`config.mk`:
```
export PLATFORM = sky130hd
export DESIGN_NAME = fb_arbiter
export DESIGN_NICKNAME = d
export VERILOG_FILES = /design/src/rtl/fb_pkg.sv /design/src/rtl/fb_wr_fifo.sv /design/src/rtl/fb_arbiter.sv
export SDC_FILE = /design/constraint.sdc
export NUM_CORES = 1
export LEC_CHECK = 0
export CORE_MARGIN = 2
export CORE_UTILIZATION = 45
export DETAILED_ROUTE_END_ITERATION = 8
export GPL_ROUTABILITY_DRIVEN = 0
export GPL_TIMING_DRIVEN = 0
export PLACE_DENSITY = 0.67
export SYNTH_ARGS = -nofsm -noshare
export SYNTH_HDL_FRONTEND = slang
export SYNTH_SLANG_ARGS = --single-unit
export TNS_END_PERCENT = 10
```
`constraint.sdc`:
```
create_clock -name clk -period 5.5 [get_ports clk]
set_input_delay 1.1 -clock clk [delete_from_list [all_inputs] [get_ports clk]]
set_output_delay 1.1 -clock clk [all_outputs]
set_load 0.02 [all_outputs]
```
`src/rtl/fb_pkg.sv`:
```
// Shared types, defaults and address helper for the frame-buffer arbiter.
package fb_pkg;

    localparam int unsigned FB_H_RES  = 640;
    localparam int unsigned FB_V_RES  = 480;
    localparam int unsigned FB_ADDR_W = 19;

    typedef logic [2:0] rgb_t;

    typedef enum logic [1:0] {
        IDLE,
        DRAIN,
        CLEAR
    } fsm_t;

    typedef struct packed {
        logic [9:0] x;
        logic [9:0] y;
        rgb_t       rgb;
    } wr_entry_t;

    function automatic logic [31:0] xy_to_addr(input logic [9:0] x, input logic [9:0] y,
                                               input int unsigned h_res);
        return 32'(y) * h_res + 32'(x);
    endfunction

endpackage

```
`src/rtl/fb_wr_fifo.sv`:
```
// Synchronous FIFO holding pending draw-side pixel writes.
module fb_wr_fifo
    import fb_pkg::*;
#(
    parameter int unsigned DEPTH = 4
) (
    input  logic      clk,
    input  logic      rst,
    input  logic      i_push,
    input  wr_entry_t i_data,
    input  logic      i_pop,
    output wr_entry_t o_data,
    output logic      o_full,
    output logic      o_empty
);
    localparam int unsigned PTR_W = $clog2(DEPTH);

    logic [PTR_W-1:0] r_wr_ptr;
    logic [PTR_W-1:0] r_rd_ptr;
    logic [PTR_W:0]   r_count;
    wr_entry_t        r_mem [DEPTH];
    logic             w_do_push;
    logic             w_do_pop;

    assign o_full    = (r_count == (PTR_W + 1)'(DEPTH));
    assign o_empty   = (r_count == '0);
    assign o_data    = r_mem[r_rd_ptr];
    assign w_do_push = i_push & ~o_full;
    assign w_do_pop  = i_pop & ~o_empty;

    // DEPTH is a power of two, so the pointers wrap naturally.
    always_ff @(posedge clk or negedge rst) begin
        if (!rst) begin
            r_wr_ptr <= '0;
            r_rd_ptr <= '0;
            r_count  <= '0;
        end else begin
            if (w_do_push) r_wr_ptr <= r_wr_ptr + 1'b1;
            if (w_do_pop)  r_rd_ptr <= r_rd_ptr + 1'b1;
            case ({w_do_push, w_do_pop})
                2'b10:   r_count <= r_count + 1'b1;
                2'b01:   r_count <= r_count - 1'b1;
                default: r_count <= r_count;
            endcase
        end
    end

    always_ff @(posedge clk) begin
        if (w_do_push) r_mem[r_wr_ptr] <= i_data;
    end

endmodule

```
`src/rtl/fb_arbiter.sv`:
```
// Frame-buffer port arbiter: display reads win, buffered draw writes and
// whole-buffer clears are committed only during blanking.
module fb_arbiter
    import fb_pkg::*;
#(
    parameter int unsigned H_RES      = FB_H_RES,
    parameter int unsigned V_RES      = FB_V_RES,
    parameter int unsigned ADDR_W     = FB_ADDR_W,
    parameter int unsigned FIFO_DEPTH = 4
) (
    input  logic              clk,
    input  logic              rst,
    input  logic [9:0]        x,
    input  logic [9:0]        y,
    input  logic              activeVideo,
    output logic              r,
    output logic              g,
    output logic              b,
    input  logic              wr_valid,
    output logic              wr_ready,
    input  logic [9:0]        wr_x,
    input  logic [9:0]        wr_y,
    input  logic [2:0]        wr_rgb,
    input  logic              clr_req,
    input  logic [2:0]        clr_rgb,
    output logic              clr_busy,
    output logic [ADDR_W-1:0] mem_addr,
    output logic              mem_we,
    output logic [2:0]        mem_wdata,
    input  logic [2:0]        mem_rdata
);
    localparam logic [ADDR_W-1:0] LAST_ADDR = ADDR_W'(H_RES * V_RES - 1);

    fsm_t              r_state;
    fsm_t              w_state_nxt;
    logic [ADDR_W-1:0] r_clr_cnt;
    rgb_t              r_clr_rgb;
    logic              r_clr_busy;
    logic              r_av_d;
    wr_entry_t         w_head;
    wr_entry_t         w_wr_entry;
    logic              w_full;
    logic              w_empty;
    logic              w_push;
    logic              w_pop;
    logic              w_in_range;
    logic [ADDR_W-1:0] w_disp_addr;
    logic [ADDR_W-1:0] w_head_addr;

    assign wr_ready    = ~w_full & ~r_clr_busy;
    assign clr_busy    = r_clr_busy;
    assign w_push      = wr_valid & wr_ready;
    assign w_wr_entry  = '{x: wr_x, y: wr_y, rgb: wr_rgb};
    assign w_disp_addr = ADDR_W'(xy_to_addr(x, y, H_RES));
    assign w_head_addr = ADDR_W'(xy_to_addr(w_head.x, w_head.y, H_RES));
    assign w_in_range  = (32'(w_head.x) < H_RES) && (32'(w_head.y) < V_RES);

    fb_wr_fifo #(
        .DEPTH (FIFO_DEPTH)
    ) u_wr_fifo (
        .clk     (clk),
        .rst     (rst),
        .i_push  (w_push),
        .i_data  (w_wr_entry),
        .i_pop   (w_pop),
        .o_data  (w_head),
        .o_full  (w_full),
        .o_empty (w_empty)
    );

    // An IDLE state with a freshly pushed entry pops at once, so a write can
    // reach the RAM the cycle right after it is accepted.
    always_comb begin
        mem_addr    = '0;
        mem_we      = 1'b0;
        mem_wdata   = '0;
        w_pop       = 1'b0;
        w_state_nxt = r_state;
        if (activeVideo) begin
            mem_addr = w_disp_addr;
        end else begin
            unique case (r_state)
                IDLE, DRAIN: begin
                    if (!w_empty) begin
                        w_pop       = 1'b1;
                        w_state_nxt = DRAIN;
                        if (w_in_range) begin
                            mem_addr  = w_head_addr;
                            mem_we    = 1'b1;
                            mem_wdata = w_head.rgb;
                        end
                    end else begin
                        w_state_nxt = r_clr_busy ? CLEAR : IDLE;
                    end
                end
                CLEAR: begin
                    mem_addr  = r_clr_cnt;
                    mem_we    = 1'b1;
                    mem_wdata = r_clr_rgb;
                    if (r_clr_cnt == LAST_ADDR) w_state_nxt = IDLE;
                end
                default: w_state_nxt = IDLE;
            endcase
        end
    end

    always_ff @(posedge clk or negedge rst) begin
        if (!rst) begin
            r_state    <= IDLE;
            r_clr_cnt  <= '0;
            r_clr_rgb  <= '0;
            r_clr_busy <= 1'b0;
            r_av_d     <= 1'b0;
            r         <= 1'b0;
            g         <= 1'b0;
            b         <= 1'b0;
        end else begin
            r_state   <= w_state_nxt;
            r_av_d    <= activeVideo;
            {r, g, b} <= r_av_d ? mem_rdata : 3'b000;
            if (clr_req && !r_clr_busy) begin
                r_clr_busy <= 1'b1;
                r_clr_rgb  <= clr_rgb;
            end
            if (!activeVideo && r_state == CLEAR) begin
                if (r_clr_cnt == LAST_ADDR) begin
                    r_clr_cnt  <= '0;
                    r_clr_busy <= 1'b0;
                end else begin
                    r_clr_cnt <= r_clr_cnt + 1'b1;
                end
            end
        end
    end

endmodule

```
==> flow_summary.ini <==
[min_path]
min_path_type = register to register

[status]
status = completed

[timing]
hold_ws_ps = 491
setup_viol = 0
slew_violations = 0
finalHoldViolCount = 0
fin_crit_ps = 5360
setup_ws_ps = 142
period_share_pct = 97.4
max_slew_margin_pct = 15.4
fin_skew_ps = 5.67
max_freq_ghz = 0.187
worstMarginPinSlew_ps = 1270

[drt]
routed_wl_um = 14800
wire_per_inst_um = 18.6
vias = 4505
via_per_inst = 5.65
drt-initial-drc-count = 430
dr.pass1.iters = 6
route.detailed.drc = 0
postRouteAntennaNets = 0

[critical_path]
end_kind = output port
path_max_fanout = 10
worst_setup_path_start_kind = register
critPathKind = register to output port
cp.required_ps = 4400
arrival_ps = 4260
critPathBufInv = 4
cpLargestDelayFamily = buffers and inverters
crit_path_top_delay_cell = clkdlybuf4s50_1
cpPeakStageDelay_ps = 670
worstPathCellList = buf_6, buf_12, buf_12, mux4_2, ha_1, ha_1, a21o_1, a211oi_1, nor2_1, xnor2_1, o221ai_1, clkdlybuf4s50_1

[floorplan]
die_h_um = 127
coreArea_um2 = 14600
std_cell_rows = 44
die_w_um = 127
io_pins = 82
die-area_um2 = 16100
initial_utilization_pct = 46.5

[global_route]
overflow = 0
grt.total_usage_pct = 19.4
grt_pass1_vias = 4648
grt_max_degree = 37
antenna_found_initial = 0
grt_pass1_wl_um = 23900

[final_layout]
final_core_util_pct = 58.7
n_antenna_cell = 0
layout_commonest_cell = edfxtp_1
syn_to_final_growth_pct = 26.2
fillCellCount = 1193
instances_no_fill = 797
seqCellArea_um2 = 3660
layout_common_cells = edfxtp_1, clkdlybuf4s50_1, ha_1
multi_input_area_um2 = 3080
fin_nets = 703
drive_gt1_share_pct = 16.8

[synth]
synth_edf_count = 92
syn_nets = 594
syn_inst = 491
synth_cell_types = 66
postSynthAreaPerCell_um2 = 13.9
ys_seq_area_share_pct = 53.8
synth_ff_type = edfxtp_1
async_flop_share_pct = 28.1
yosysWarnings = 0
synth.ff_latch_count = 128
syn_area_um2 = 6810

[place]
dp_slack_ps = -729
numPortBuffers = 81
dp_hpwl_um = 10700
place_inst = 756

[pwr]
peakVddDrop_uv = 383
p_leak_uw = 0.00332
p_per_area_nw_per_um2 = 519
finalPower_uw = 4470

[clock_network]
cts_tree = built
h-tree-depth = 4
cts_buffer_depth = 2
cts.sinks = 128
clk_latency_ps = 410
cts_buffers = 17
clockRootBuffer = clkbuf_16
clk_pin_slew_ps = 60

[run]
cap_violations = 0
## area by class of cell
type	instances	area share, %
plain buffers	12	1.38
clock buffers	17	4.95
clock inverters	15	1.43
inverters	25	1.09
multi-input cells	326	35.8
flip-flops and latches	128	42.6
well taps	184	2.68
repair buffers	90	10.0
## report_power, final
part	total [µW]	leakage (µW)	switching (µW)	internal [µW]
clock network	1020	0.000259	406	615
logic	2320	0.00177	1240	1080
registers	1120	0.00128	43.1	1080
total	4470	0.00332	1690	2780
## state kept, by name (all words and copies together) (netlist names)
register / cells
g: 1
u_wr_fifo.r_mem: 92
clr_busy: 1
b: 1
r_state: 2
r: 1
u_wr_fifo.r_rd_ptr: 2
r_clr_cnt: 19
u_wr_fifo.r_count: 3
u_wr_fifo.r_wr_ptr: 2
r_clr_rgb: 3
r_av_d: 1
## repair_timing
| action | in CTS | in global routing |
|---|---|---|
| setup buffers | 7 | 2 |
| setup endpoints to repair | 8 | 5 |
| gates resized for setup | 27 | 11 |
| hold buffers | 0 | 0 |
| pin swaps | 4 | 6 |
| cloned | 0 | 0 |
## worst paths after layout
check,from,endpoint,slack [ps],depth (start not counted)
setup / recovery,u_wr_fifo.r_rd_ptr[0],mem_addr[13],140,12
hold / removal,r_av_d,g,490,1
setup reg to reg,u_wr_fifo.r_count[0],u_wr_fifo.r_mem[3][21],3200,3
hold reg to reg,r_av_d,g,490,1
max in group asynchronous,rst,u_wr_fifo.r_rd_ptr[1],4130,1
min in group asynchronous,rst,r_clr_cnt[10],790,1
## kinds of logic (layout without fill, tap and decap cells)
logic type | Yosys count | count (layout) | synth area share [%]
fa+ha+maj | 49 | 49 | 9.55
compound gates | 88 | 88 | 9.40
flops | 128 | 128 | 53.8
buf+inv | 37 | 159 | 2.70
mux | 27 | 27 | 8.47
simple gates | 115 | 115 | 10.1
xor+xnor | 47 | 47 | 6.04
## routing by layer
| layer | track usage (%) | vias to the layer above | share of wire, % |
|---|---|---|---|
| met5 | 0 | - | 0 |
| met4 | 8.66 | 0 | 2.7 |
| met3 | 4.56 | 32 | 5.1 |
| met2 | 31.6 | 137 | 48 |
| met1 | 24.8 | 2214 | 44 |
| li1 | - | 2122 | - |
## stage by stage
stage | area, µm² | TNS [ps]
2_1_floorplan | 6810 | 0
3_3_place_gp | 7850 | -2370
3_5_place_dp | 7850 | -2530
4_1_cts | 8510 | 0
5_1_grt | 8600 | -20.4
6_report | 8600 | 0
## Yosys cell counts (3+ instances only)
library cell	number	area share, %
a211oi_1	5	0.55
ha_1	44	8.1
mux2_2	3	0.50
xnor2_1	26	3.3
edfxtp_1	92	41
xor2_1	21	2.7
a22o_1	4	0.51
dfrtp_1	36	13
and2_1	6	0.55
clkbuf_1	5	0.28
nor2_1	30	1.7
and3_1	7	0.64
nand3_1	12	0.88
nor3_1	6	0.44
fa_1	5	1.5
nor2b_1	8	0.73
a21oi_1	11	0.81
mux4_1	4	1.5
nand2b_1	3	0.28
a222oi_1	9	1.3
buf_6	3	0.50
o21ai_0	18	1.3
or2_2	3	0.28
mux4_2	19	6.3
and4_1	3	0.39
o21a_1	5	0.55
nand2_1	16	0.88
inv_1	25	1.4
a21o_1	7	0.77
o221ai_1	5	0.64
(Power assumes the default switching activity.)
